--- config.mk ---
export PLATFORM = sky130hd
export DESIGN_NAME = nibble_addsub_seq
export DESIGN_NICKNAME = d
export VERILOG_FILES = /design/src/rtl/nibble_addsub_seq_pkg.sv /design/src/rtl/nibble_addsub_seq_addsub4_slice.sv /design/src/rtl/nibble_addsub_seq.sv
export SDC_FILE = /design/constraint.sdc
export NUM_CORES = 1
export LEC_CHECK = 0
export ABC_AREA = 1
export CORE_MARGIN = 10
export CORE_UTILIZATION = 48
export DETAILED_ROUTE_END_ITERATION = 8
export DONT_BUFFER_PORTS = 1
export GPL_ROUTABILITY_DRIVEN = 0
export REMOVE_ABC_BUFFERS = 1
export SLEW_MARGIN = 20
export SYNTH_ARGS = -nofsm -noshare
export SYNTH_HDL_FRONTEND = slang
export SYNTH_HIERARCHICAL = 1
export SYNTH_SLANG_ARGS = --single-unit
--- constraint.sdc ---
create_clock -name clk -period 3.4 [get_ports clk]
set_clock_uncertainty 0.2 [all_clocks]
set_input_delay 0.17 -clock clk [delete_from_list [all_inputs] [get_ports clk]]
set_output_delay 0.17 -clock clk [all_outputs]
set_load 0.05 [all_outputs]
--- src/rtl/nibble_addsub_seq_pkg.sv ---
// Shared definitions for the nibble-serial add/subtract unit:
// the controller state encoding and the slice width.
package nibble_addsub_seq_pkg;

    localparam int NIBBLE_W = 4;

    typedef enum logic [1:0] {
        IDLE = 2'd0,
        RUN  = 2'd1,
        DONE = 2'd2
    } state_t;

endpackage

--- src/rtl/nibble_addsub_seq_addsub4_slice.sv ---
// Combinational 4-bit add/subtract slice. When m=1, b is inverted so the
// caller can form A-B by feeding cin=1. c3 is the carry into bit 3, which the
// caller XORs with cout to get signed overflow on the top nibble.
module addsub4_slice (
    input  logic [3:0] a,
    input  logic [3:0] b,
    input  logic       m,
    input  logic       cin,
    output logic [3:0] s,
    output logic       cout,
    output logic       c3
);

    logic [3:0] b_eff;
    logic [3:0] low_sum;
    logic [1:0] top_sum;

    assign b_eff = b ^ {4{m}};

    // The low three bits are summed separately so the carry into bit 3 is visible.
    assign low_sum = {1'b0, a[2:0]} + {1'b0, b_eff[2:0]} + {3'b000, cin};
    assign c3      = low_sum[3];
    assign top_sum = {1'b0, a[3]} + {1'b0, b_eff[3]} + {1'b0, c3};

    assign s    = {top_sum[0], low_sum[2:0]};
    assign cout = top_sum[1];

endmodule

--- src/rtl/nibble_addsub_seq.sv ---
// Nibble-serial W-bit adder/subtractor. One 4-bit slice processes one nibble
// per clock, LSB first. After the last nibble there is one finalisation cycle
// in DONE before out_valid rises, so a result appears W/4+1 edges after accept.
// Optional feature: define NIBBLE_ADDSUB_SEQ_SAT_EN to replace an overflowed
// result with the signed saturation value during that finalisation cycle.
module nibble_addsub_seq
    import nibble_addsub_seq_pkg::*;
#(
    parameter int W = 16
) (
    input  logic         clk,
    input  logic         rst,
    input  logic         in_valid,
    output logic         in_ready,
    input  logic [W-1:0] a,
    input  logic [W-1:0] b,
    input  logic         m,
    output logic         out_valid,
    input  logic         out_ready,
    output logic [W-1:0] s,
    output logic         cout,
    output logic         v
);

    localparam int NIBBLES = W / NIBBLE_W;
    localparam int IDX_W   = (NIBBLES > 1) ? $clog2(NIBBLES) : 1;
    localparam logic [IDX_W-1:0] LAST_IDX = IDX_W'(NIBBLES - 1);

    state_t                state;
    logic [IDX_W-1:0]      idx;
    logic                  carry;
    logic signed [W-1:0]   a_lat;
    logic signed [W-1:0]   b_lat;
    logic                  m_lat;
    logic [W-1:0]          s_q;
    logic                  cout_q;
    logic                  v_q;
    logic                  out_valid_q;
    logic                  in_ready_q;

    logic [NIBBLE_W-1:0]   a_nib;
    logic [NIBBLE_W-1:0]   b_nib;
    logic [NIBBLE_W-1:0]   sum_nib;
    logic                  slice_cout;
    logic                  slice_c3;
    logic                  accept;

`ifdef NIBBLE_ADDSUB_SEQ_SAT_EN
    // Largest positive value for a non-negative A, most negative otherwise.
    function automatic logic [W-1:0] sat_value(input logic a_sign);
        return a_sign ? {1'b1, {(W-1){1'b0}}} : {1'b0, {(W-1){1'b1}}};
    endfunction
`endif

    assign accept = in_valid & in_ready_q;
    assign a_nib  = a_lat[idx*NIBBLE_W +: NIBBLE_W];
    assign b_nib  = b_lat[idx*NIBBLE_W +: NIBBLE_W];

    addsub4_slice u_slice (
        .a    (a_nib),
        .b    (b_nib),
        .m    (m_lat),
        .cin  (carry),
        .s    (sum_nib),
        .cout (slice_cout),
        .c3   (slice_c3)
    );

    // Capture operands and mode on accept; held for the whole operation.
    always_ff @(posedge clk) begin
        if (accept) begin
            a_lat <= a;
            b_lat <= b;
            m_lat <= m;
        end
    end

    // Controller: accept in IDLE, one nibble per RUN cycle, finalise and hand off in DONE.
    always_ff @(posedge clk or posedge rst) begin
        if (rst) begin
            state       <= IDLE;
            idx         <= '0;
            carry       <= 1'b0;
            s_q         <= '0;
            cout_q      <= 1'b0;
            v_q         <= 1'b0;
            out_valid_q <= 1'b0;
            in_ready_q  <= 1'b1;
        end else begin
            case (state)
                IDLE: begin
                    if (accept) begin
                        carry      <= m;
                        idx        <= '0;
                        in_ready_q <= 1'b0;
                        state      <= RUN;
                    end
                end
                RUN: begin
                    s_q[idx*NIBBLE_W +: NIBBLE_W] <= sum_nib;
                    carry <= slice_cout;
                    idx   <= idx + 1'b1;
                    if (idx == LAST_IDX) begin
                        cout_q <= slice_cout;
                        v_q    <= slice_cout ^ slice_c3;
                        state  <= DONE;
                    end
                end
                DONE: begin
                    if (!out_valid_q) begin
                        out_valid_q <= 1'b1;
`ifdef NIBBLE_ADDSUB_SEQ_SAT_EN
                        if (v_q) begin
                            s_q <= sat_value(a_lat[W-1]);
                        end
`endif
                    end else if (out_ready) begin
                        out_valid_q <= 1'b0;
                        in_ready_q  <= 1'b1;
                        state       <= IDLE;
                    end
                end
                default: begin
                    state <= IDLE;
                end
            endcase
        end
    end

    assign in_ready  = in_ready_q;
    assign out_valid = out_valid_q;
    assign s         = s_q;
    assign cout      = cout_q;
    assign v         = v_q;

endmodule

### Word level (Yosys, flattened, before mapping)

Cells that the tools add are included.

| storage, ports and cells | value |
|---|---|
| logic and storage cells | 54 |
| input port bits | 37 |
| register bits after elaboration | 58 |

| cells by class | value |
|---|---|
| equal/unequal tests | 7 |
| multiplexer cells | 16 |
| add/subtract/negate cells | 6 |
| shift operators | 4 |
| reduce and logical (&&, ||, !) cells | 7 |
| bitwise operators | 3 |

Operators with widths:

| kind | count |
|---|---|
| negator 4 -> 34 bit | 1 |
| variable shift 4 x 34 -> 16 bit, first input constant | 1 |
| variable part select 4 x 34 -> 16 bit | 1 |
| variable part select 16 x 5 -> 4 bit | 2 |
| bitwise mux 16 bit | 1 |
| two-way mux 2 bit | 5 |
| != test 2 bit, second input constant | 4 |
| AND reduction 4 bit | 2 |
| two-way mux 1 bit | 6 |
| case mux 2 bit (3 select lines) | 1 |
| adder 3 x 3 -> 4 bit | 1 |
| adder 4 x 1 -> 4 bit | 1 |
| equality test 2 bit, second input constant | 2 |
| case mux 1 bit (2 select lines) | 2 |
| case mux 2 bit (2 select lines) | 1 |
| AND reduction 2 bit | 2 |
| nonzero test 2 bit | 2 |
| XOR 4 bit | 1 |
| adder 1 x 1 -> 2 bit | 1 |
| adder 2 x 1 -> 2 bit | 1 |
| adder 2 x 1 -> 2 bit, second input constant | 1 |
| equality test 2 x 1 -> 1 bit, second input constant | 1 |
| logical NOT 2 bit | 1 |
| AND 1 bit | 1 |
| XOR 1 bit | 1 |

### Logic depth before layout (Yosys ltp)

Gate-level depths: netlist of the first run.

| depth | value |
|---|---|
| depth in word-level cells | 7 |
| gate-level depth with buffers | 17 |
| gate-level depth less buffers | 16 |

### By module

Netlist of the first run, hierarchy kept.

By module, submodules not included:

| module | instances | cells each | sequential area each (um^2) | area an instance (um^2) |
|---|---|---|---|---|
| nibble_addsub_seq | 1 | 263 | 1617.8 | 2642.5 |
| addsub4_slice | 1 | 14 | 0.0 | 146.4 |

### Worst setup path after synthesis of the first run

Ideal clock, no wire load.

| timing path | value |
|---|---|
| path kind | register -> register |
| start point | register idx[1] |
| end point | register s_q[15] (netlist: s[15]) |
| data arrival time | 2.469 ns |
| buffers on the path | 2 |
| period minus slack after synthesis | 2.735 ns |
| path slack | 0.665 ns |
| data required time | 3.134 ns |
| stages on the path, launching flop included | 14 |
| cell sequence | dfrtp_1 -> buf_2 -> buf_2 -> o211ai_1 -> nand2_1 -> xor2_1 -> fa_1 -> nand3_1 -> nand3_1 -> fa_1 -> inv_1 -> nor3_2 -> nand2_1 -> nand2_1 |

| between the ends | value |
|---|---|
| cells in the longest elaborated chain, start to end | 7 |
| elaborated cells between the ends (all ways) | 11 |
| those cells by class | add/sub (5); shift (4); mux (1); bitwise (1) |

RTL lines:

| element | line | RTL |
|---|---|---|
| start, declared | nibble_addsub_seq.sv:30 | `logic [IDX_W-1:0] idx;` |
| start signal, assigned | nibble_addsub_seq.sv:102 | `idx <= idx + 1'b1;` |
| variable part select 16 x 5 -> 4 bit | nibble_addsub_seq.sv:57 | `assign b_nib = b_lat[idx*NIBBLE_W +: NIBBLE_W];` |
| net b_nib[0] | nibble_addsub_seq.sv:42 | `logic [NIBBLE_W-1:0] b_nib;` |
| XOR 4 bit | nibble_addsub_seq_addsub4_slice.sv:18 | `assign b_eff = b ^ {4{m}};` |
| adder 3 x 3 -> 4 bit | nibble_addsub_seq_addsub4_slice.sv:21 | `assign low_sum = {1'b0, a[2:0]} + {1'b0, b_eff[2:0]} + {3'b000, cin};` |
| adder 4 x 1 -> 4 bit | nibble_addsub_seq_addsub4_slice.sv:21 |  |
| net slice_c3 | nibble_addsub_seq.sv:45 | `logic slice_c3;` |
| adder 2 x 1 -> 2 bit | nibble_addsub_seq_addsub4_slice.sv:23 | `assign top_sum = {1'b0, a[3]} + {1'b0, b_eff[3]} + {1'b0, c3};` |
| net sum_nib[3] | nibble_addsub_seq.sv:43 | `logic [NIBBLE_W-1:0] sum_nib;` |
| variable part select 4 x 34 -> 16 bit | nibble_addsub_seq.sv:100 | `s_q[idx*NIBBLE_W +: NIBBLE_W] <= sum_nib;` |
| bitwise mux 16 bit | nibble_addsub_seq.sv:100 |  |
| end signal, assigned by index | nibble_addsub_seq.sv:100 |  |
| end, declared | nibble_addsub_seq.sv:35 | `logic [W-1:0] s_q;` |

The timed path passes the listed nets, and every way through them passes these cells.
A chain may end at the register's enable or synchronous reset.

### Worst setup path after layout of the first run

| timing path | value |
|---|---|
| start point | register idx[0] |
| end point | register s_q[7] (netlist: s[7]) |

Same word-level chain as after synthesis.

==> results of run 1 <==
==> through the flow <==
| step | area (um2) | hold WS (ns) |
|---|---|---|
| 2_1_floorplan | 2740 | -0.00342 |
| 3_3_place_gp | 2860 | 0.0690 |
| 3_5_place_dp | 2860 | 0.0689 |
| 4_1_cts | 3400 | 0.246 |
| 5_1_grt | 3400 | 0.255 |
| 6_report | 3400 | 0.261 |
==> what timing repair did <==
item                                   in CTS  in global routing
hold buffers                               36                  0
gates resized for setup                     0                  0
endpoints found under the hold margin      61                  0
buffers inserted                            0                  0
==> cell type report <==
cell class | instances | area [um2] | area share, %
Multi-Input combinational cell | 178 | 996 | 29.3
Clock buffer | 11 | 131 | 3.87
Inverter | 33 | 129 | 3.79
Clock inverter | 4 | 43.8 | 1.29
Sequential cell | 58 | 1620 | 47.6
Timing Repair Buffer | 40 | 390 | 11.5
Tap cell | 72 | 90.1 | 2.65
==> power breakdown <==
group | internal (W) | switching, W
combinational | 0.0000279 | 0.0000120
sequential | 0.000745 | 0
clock | 0.000330 | 0.000258
total | 0.00110 | 0.000270
==> metal layers <==
layer	global-route usage (%)	vias to the layer above	share of wire [%]
met5	0	-	0
met2	20.7	47	49
met4	6.88	0	2.4
met3	5.29	12	7.2
li1	-	962	-
met1	14.9	839	42
==> path summary, 6_finish.rpt <==
path                                    start  depth (start not counted)                 end
min                                      a[4]                          1  a_lat[4]$_DFFE_PP_
max in group asynchronous                 rst                          2    cout$_DFFE_PP0P_
max                        idx[0]$_DFFE_PP0P_                         13    s[7]$_DFFE_PP0P_
min reg2reg                 carry$_DFFE_PP0P_                          2   carry$_DFFE_PP0P_
min in group asynchronous                 rst                          2    s[7]$_DFFE_PP0P_
max reg2reg                idx[0]$_DFFE_PP0P_                         13    s[7]$_DFFE_PP0P_
==> sequential cells by signal, indices dropped and copies added (netlist names) <==
register   count
m_lat          1
carry          1
out_valid      1
s             16
b_lat         16
a_lat         16
state          2
v              1
idx            2
in_ready       1
cout           1
==> worst max-delay path: stages (launching register included) <==
cell	delay, ns
dfrtp_1	0.39
inv_2	0.30
nand2_1	0.09
o211ai_1	0.09
nand2_1	0.08
xor2_1	0.18
fa_1	0.42
nand3_1	0.10
nand3_1	0.13
fa_1	0.55
inv_1	0.06
nor3_2	0.15
nand2_1	0.08
nand2_1	0.06
==> cells in the mapped netlist <==
library cell and number:
nand2_1 93, edfxtp_1 33, inv_1 30, dfrtp_1 24, nor2_1 22, ha_1 8
nand3_1 8, o211ai_1 8, o21ai_0 8, buf_2 7, nor2_4 5, xor2_1 5
nor3_2 4, fa_1 3, nand2_2 3, nand3_4 3, o21ai_1 3, inv_4 2
a21oi_1 1, buf_6 1, dfstp_2 1, inv_2 1, nand2_4 1, nor2_2 1
or2_2 1, xnor2_1 1
==> cells by family (layout without fill, tap and decap cells) <==
group                    count (synthesis)  count (layout)  synth area share (%)
XOR/XNOR                                 6               6                  1.88
adder cells (fa/ha/maj)                 11              11                  5.74
AND/OR/NAND/NOR                        141             141                  23.8
flip-flops                              58              58                  58.0
buffers and inverters                   41              88                  6.28
AO/OA/AOI/OAI                           20              20                  4.31
==> impl_results.md, run 1 <==
* Status: completed
* CTS tree: done
* DR pass1 iterations at 4
* Chip width at between 90 and 100 um
* First-pass GRT wire length at 9150 um
* Initial antenna violation count at 0
* Slew Limit Fails at 0
* Die ar. at 9260 um2
* Worst reg-to-reg setup slack at between 0.4 and 0.5 ns
* Commonest non-fill, non-tap cell in the layout: nand2_1
* DR iter-0 viols at 68
* Sequential area share after synthesis at 58.0%
* Top cells by area, synth: edfxtp_1 (36%), dfrtp_1 (22%), nand2_1 (13%), inv_1 (4.0%), ha_1 (3.6%)
* Fmax at 341 MHz
* Fin util at between 60% and 70%
* DPL Wire Length at 3760 um
* Layout cell share with drive strength beyond 1 at 11.7%
* Initial Utilization at 50.0%
* Clock sink count at 58
* I/O Buffers at 0
* RSZ-0062 raised after global routing: false
* Core ar. at 5570 um2
* FP Rows at 27
* H-tree Lvls at 3
* Final Total Pwr at 0.00137 W
* Final worst-path cycle share at 86.3%
* Largest net degree at the start of global routing at 35
* Final net count at ~370
* Fill cells at about 480
* Max transition margin at ~36%
* Synth top area share at 35.5%
* Bufs on Longest Clock Path at 2
* Mean post-synth cell area at between 10 and 15 um2
* Final setup margin at approximately 0.47 ns
* PwrDens at slightly above 400 nW/um2
* CTS Buf Count at 9
* Maximum vdd drop at 0.368 mV
* Reg clk slew, reported paths at 0.07 ns
* Worst Tran Pin Value at 0.963 ns
* Inst Count DP at around 350
* Worst Path Required at 3.48 ns
* Crit Path Class: reg2reg
* Tot GR Track Use at 13.1%
* FF+latch count, synth at between 50 and 60
* Synth area leader: edfxtp_1
* Drt drc at 0
* Synth unique cells at 26
* Height of the die at between 90 and 100 um
* Hold Path Class: in2reg
* Worst-path fanout max at 25
* Yosys warning total at 6
* Final Setup Violations at 0
* Final Hold Vio Count at 0
* Via count at 1860
* DP Worst Slack at 0.435 ns
* Clock root cell: clkbuf_8
* MaxCap Viol Count at 0
* Synth Instances at 277
* Routed Antenna Nets at 0
* Most frequent cells in the layout: nand2_1 (93), dlygate4sd3_1 (36), edfxtp_1 (33)
* Skew-Pair Late Insertion Delay at ~0.33 ns
* Vias in the first global route at 1954
* Area grow syn2layout at 21.8%
* DR vias/cell at 4.70
* Finished Layout Cells at a little under 400
* # IOs at 57
* WL final at 5430 um
* Crit end category: flip-flop
* DR WL/cell at 13.7 um
* Final TNS setup at 0 ns
* Grt ovf at 0
* Antenna diodes at 0
* CP startpoint kind: flip-flop
* Arr. time, crit path at approximately 3.0 ns
* Leakage at 1.52 nW
* Synth Cell Area at 2790 um2
* Final min period at ~2.9 ns
Note: power is estimated with default switching activity, not from simulation.
==> run 2, diff against run 1 <==
- CELL_PAD_IN_SITES_DETAIL_PLACEMENT: default -> 0
- CELL_PAD_IN_SITES_GLOBAL_PLACEMENT: default -> 1
- CTS_BUF_LIST: default -> sky130_fd_sc_hd__clkbuf_8
- PLACE_DENSITY_LB_ADDON: default -> 0.1
==> impl_results.md, run 2 (synthesized netlist as in run 1, its figures left out) <==
* First-pass GRT wire length at approximately 9700 um
* Clock root cell: clkbuf_8
* Tot GR Track Use at between 10% and 20%
* Crit Path Class: reg2reg
* Drt drc at 0
* Final Setup Violations at 0
* CP startpoint kind: flip-flop
* Initial Utilization at 50.0%
* DR pass1 iterations at 4
* Crit end category: flip-flop
* Reg2reg end: s[7]$_DFFE_PP0P_
* I/O Buffers at 0
* Slew Limit Fails at 0
* Bufs on Longest Clock Path at 2
* Via count at between 1500 and 2000
* WL final at 5810 um
* Clock sink count at 58
* DR vias/cell at between 4 and 5
* Grt ovf at 0
* Final Hold Vio Count at 0
* Reg-to-Reg Start: idx[1]$_DFFE_PP0P_
* Vias in the first global route at 2041
* Hold path startpoint: b[5]
* Hold Path Stages at 1
* Maximum vdd drop at approximately 0.27 mV
* Most frequent cells in the layout: nand2_1 (93), dlygate4sd3_1 (36), edfxtp_1 (33)
* Fmax at 328 MHz
* RSZ-0062 raised after global routing: false
* Leakage at 1.54 nW
* Height of the die at 96.2 um
* Final TNS setup at 0 ns
* DPL Wire Length at 3930 um
* Die ar. at 9260 um2
* Status: completed
* # IOs at 57
* Core ar. at between 5000 and 6000 um2
* MaxCap Viol Count at 0
* Worst Tran Pin Value at 0.946 ns
* Worst-path fanout max at 21
* Final Total Pwr at 0.00146 W
* Final min period at 3.05 ns
* Reg2Reg Depth at 12
* DR WL/cell at 14.7 um
* Dpl cell area at 2860 um2
* Arr. time, crit path at 3.13 ns
* Reg clk slew, reported paths at 0.07 ns
* Final worst-path cycle share at around 90%
* Commonest non-fill, non-tap cell in the layout: nand2_1
* Routed Antenna Nets at 0
* Final non-filler cell area at 3420 um2
* Fill cells at 490
* Layout cell share with drive strength beyond 1 at 12.0%
* Area grow syn2layout at 22.8%
* Chip width at 96.2 um
* Skew-Pair Late Insertion Delay at around 0.34 ns
* Largest net degree at the start of global routing at 26
* CTS Buf Count at 9
* Hold Path Class: in2reg
* Final net count at 367
* FP Rows at 27
* CTS tree: done
* Antenna diodes at 0
* Max transition margin at 36.9%
* Worst reg-to-reg setup slack at 0.35 ns
* PwrDens at 426 nW/um2
* H-tree Lvls at 3
* Initial antenna violation count at 0
* Worst Path Required at 3.48 ns
* Hold worst-path end: b_lat[5]$_DFFE_PP_
* DR iter-0 viols at 80
==> run 2: cell count changes in the layout (fill, tap and decap cells not counted), sizes merged <==
cell / delta
clkbuf: -2
buf: -1
bufinv: +1
clkinvlp: +1
inv: +1
==> run 2: through the flow <==
step / utilization (%) / setup WS (ns) / instances / hold slack, ns
floorplan: - / 0.460 / 269 / -0.00342
global placement: 51.2 / 0.394 / 344 / 0.0690
detailed placement: 51.2 / 0.339 / 344 / 0.0690
CTS: 61.4 / 0.328 / 396 / 0.230
global route: 61.4 / 0.0853 / 396 / 0.240
finish: 61.4 / 0.351 / 396 / 0.252
==> run 2: timing repair <==
item,in CTS,in global routing
hold buffers,36,0
gates resized for setup,0,0
buffers inserted,0,0
endpoints found under the hold margin,61,0
==> run 2: final cells by class <==
class                      count  area [um2]  area share, %
clock buffer                   9         124           3.62
clock inverter                 7        85.1           2.48
inverter                      33         129           3.76
multi-input combinational    178         996           29.1
sequential                    58        1620           47.2
tap                           72        90.1           2.63
timing repair buffer          39         383           11.2
==> run 2: worst max path at each step <==
stage	startpoint	to	slack [ns]	cells after the start
after floorplan	idx[0]$_DFFE_PP0P_	s[15]$_DFFE_PP0P_	0.46	13
after global placement	idx[1]$_DFFE_PP0P_	s[15]$_DFFE_PP0P_	0.39	12
after detailed placement	idx[1]$_DFFE_PP0P_	s[7]$_DFFE_PP0P_	0.34	12
after CTS	idx[1]$_DFFE_PP0P_	s[7]$_DFFE_PP0P_	0.33	12
after global routing	idx[1]$_DFFE_PP0P_	s[7]$_DFFE_PP0P_	0.09	12
final	idx[1]$_DFFE_PP0P_	s[7]$_DFFE_PP0P_	0.35	12
==> run 2: worst max-delay path, stage by stage (launching register included) <==
cell     delay, ns
dfrtp_1       0.76
nor2_1        0.10
o21ai_0       0.09
nand2_1       0.08
xor2_1        0.17
fa_1          0.42
nand3_1       0.10
nand3_1       0.12
fa_1          0.56
inv_1         0.07
nor3_2        0.16
nand2_1       0.08
nand2_1       0.06
==> run 2: power breakdown <==
group          internal (W)  total (W)  leakage (nW)  switching, W
Clock              0.000404   0.000673         0.108      0.000269
Combinational     0.0000280  0.0000406         0.806     0.0000126
Sequential         0.000745   0.000745         0.621             0
Total               0.00118    0.00146          1.54      0.000281
==> run 2: routing by layer <==
layer  track usage [%]  wire [um]
met1              15.2       2360
met5                 0          0
met3              4.90        375
met2              22.8       2940
met4              8.85        146
==> run 3, diff against run 2 <==
- ABC_AREA: 1 -> default
- MAX_ROUTING_LAYER: default -> met4
==> impl_results.md, run 3 <==
* Status: completed
* Final TNS setup at 0 ns
* Top-count cell post-synth: edfxtp_1
* Top cells by area, synth: edfxtp_1 (39%), dfrtp_1 (23%), mux4_1 (6.2%), ha_1 (3.9%), a22o_1 (3.1%)
* Antenna diodes at 0
* FF+latch count, synth at 58
* Crit Path Class: reg2reg
* Fmax at 325 MHz
* Via count at 1462
* Final Setup Violations at 0
* Synth top area share at 38.7%
* Leakage at about 1.3 nW
* Synth unique cells at 38
* Reg-to-Reg Start: idx[0]$_DFFE_PP0P_
* Mean post-synth cell area at 16.4 um2
* Core ar. at 5140 um2
* CP max-delay cell: mux4_1
* Hold path startpoint: m
* DR vias/cell at 5.28
* Dominant synthesized flop cell: edfxtp_1
* Sequential area share after synthesis at 63.2%
* Critical Path, Cell by Cell: mux4_1 -> xor2_1 -> fa_1 -> nand3_1 -> nand2_1 -> fa_1 -> xnor2_1 -> o21ai_0
* Largest net degree at the start of global routing at 33
* Chip width at around 93 um
* RSZ-0062 raised after global routing: false
* EDFF count, synth at 33
* CTS tree: done
* Clock root cell: clkbuf_8
* Critical Path Start: idx[0]$_DFFE_PP0P_
* MaxCap Viol Count at 0
* Slew Limit Fails at 0
* Drt drc at 0
* Fill cells at 413
* Synth Instances at 156
* Fin Hold WS at around 0.0034 ns
* DR pass1 iterations at 4
* Final non-filler cell area at 3180 um2
* Maximum vdd drop at 0.400 mV
* CTS Buf Count at 9
* Final min period at approximately 3.1 ns
* Max transition margin at a little over a third
* Layout cell share with drive strength beyond 1 at around 14%
* Clock sink count at 58
* Most frequent cells in the layout: dlygate4sd3_1 (36), edfxtp_1 (33), dfrtp_1 (24)
* Crit end category: flip-flop
* FFs w/ async S/R, synth at between 40% and 50%
* Dpl cell area at 2640 um2
* Hold Path Class: in2reg
* DPL Wire Length at 3420 um
* PwrDens at around 910 nW/um2
* Reg clk slew, reported paths at 0.07 ns
* FP Rows at 26
* Synth area leader: edfxtp_1
* Worst Tran Pin Value at 0.973 ns
* Yosys warning total at 6
* WL final at around 5000 um
* Worst reg-to-reg setup slack at between 0.3 and 0.4 ns
* Initial antenna violation count at 0
* # IOs at 57
* Height of the die at between 90 and 100 um
* Synth Cell Area at 2560 um2
* DR WL/cell at roughly 18 um
* Initial Utilization at around 50%
* Crit path buffers/inverters at 0
* Final net count at 250
* Register area at 1620 um2
* Worst-path fanout max at 8
* Cell family with most CP delay: adder cells
* Post-CTS Setup Inserts at 0
* Final Hold Vio Count at 0
* Commonest non-fill, non-tap cell in the layout: dlygate4sd3_1
* I/O Buffers at 0
* CP max stage delay at 0.62 ns
* Vias in the first global route at 1571
* Skew-Pair Late Insertion Delay at 0.33 ns
* Multi-input gate area at 900 um2
* Routed Antenna Nets at 0
* H-tree Lvls at 3
* DR iter-0 viols at 61
* First-pass GRT wire length at 8400 um
* Bufs on Longest Clock Path at 2
* CP startpoint kind: flip-flop
* CP dominant cell by count: fa_1
* Most frequent cells after synthesis: edfxtp_1 (33), dfrtp_1 (24), nand2_1 (19), a22o_1 (9), ha_1 (8)
* Tot GR Track Use at about an eighth
* Die ar. at 8650 um2
* Grt ovf at 0
* Arr. time, crit path at 3.10 ns
* Worst Path Required at 3.42 ns
* Final worst-path cycle share at 90.6%
* Area grow syn2layout at 24.4%
run 3: changes by cell type in the layout (fill, tap and decap cells not counted), moves of 4 or more:
cell and delta:
a22o_1 +9, inv_1 -27, mux4_1 +6, nand2_1 -74, nand3_1 -7, nor2_1 -19, nor2_4 -5, nor3_2 -4
o211ai_1 -8
run 3: cell families (layout without fill, tap and decap cells):
group / count (synthesis) / count (layout) / synth area share, %
muxes: 11 / 11 / 9.19
and+or+nand+nor: 36 / 36 / 10.4
DFF: 58 / 58 / 63.2
buffers and inverters: 8 / 59 / 1.61
AOI/OAI and AO/OA: 26 / 26 / 7.24
adders and majority gates: 11 / 11 / 6.26
xor gates and xnor gates: 6 / 6 / 2.05
run 3: routing by layer:
layer | global-route usage (%) | part of all wire [%] | vias up
met5 | - | 0 | -
met4 | 6.17 | 2.1 | 0
met3 | 4.40 | 6.4 | 9
met2 | 20.3 | 51 | 47
met1 | 14.5 | 41 | 723
li1 | - | - | 683
run 3: final timing paths:
kind,end,cells past startpoint
worst max-delay path,v$_DFFE_PP0P_,8
worst min-delay path,carry$_DFFE_PP0P_,3
worst max register to register,v$_DFFE_PP0P_,8
worst min register to register,carry$_DFFE_PP0P_,1
max in group asynchronous,s[1]$_DFFE_PP0P_,2
min in group asynchronous,state[0]$_DFFE_PP0P_,2
run 3: timing repair:
item | in CTS | in global routing
endpoints found under the setup margin | 0 | 0
hold endpoints to repair | 60 | 0
resized for setup | 0 | 0
hold buffers | 36 | 0
run 3: power by group:
group	leakage, nW	switching [W]	internal, W
logic	0.561	0.000494	0.000446
clock network	0.0939	0.000268	0.000329
registers	0.630	0.000485	0.000880
run 3: worst min-delay path, stage by stage:
cell	delay (ns)
nor2b_1	0.11
a22oi_1	0.07
o2bb2ai_1	0.15
run 3: cell type report:
type	instances	share of cell area (%)
inverters	5	0.590
clock buffers	9	3.89
well taps	70	2.75
clock inverters	7	1.89
multi-input cells	90	28.3
flip-flops and latches	58	50.8
repair buffers	38	11.8
run 3: metrics by stage:
| stage | total power, W | std cells | setup WS [ns] | utilization [%] |
|---|---|---|---|---|
| floorplan | 0.00203 | 153 | 0.239 | - |
| global placement | 0.00229 | 225 | 0.247 | 51.3 |
| detailed placement | 0.00231 | 225 | 0.270 | 51.3 |
| CTS | 0.00293 | 277 | 0.257 | 61.9 |
| global route | 0.00308 | 277 | 0.136 | 61.9 |
| finish | 0.00290 | 277 | 0.320 | 61.9 |
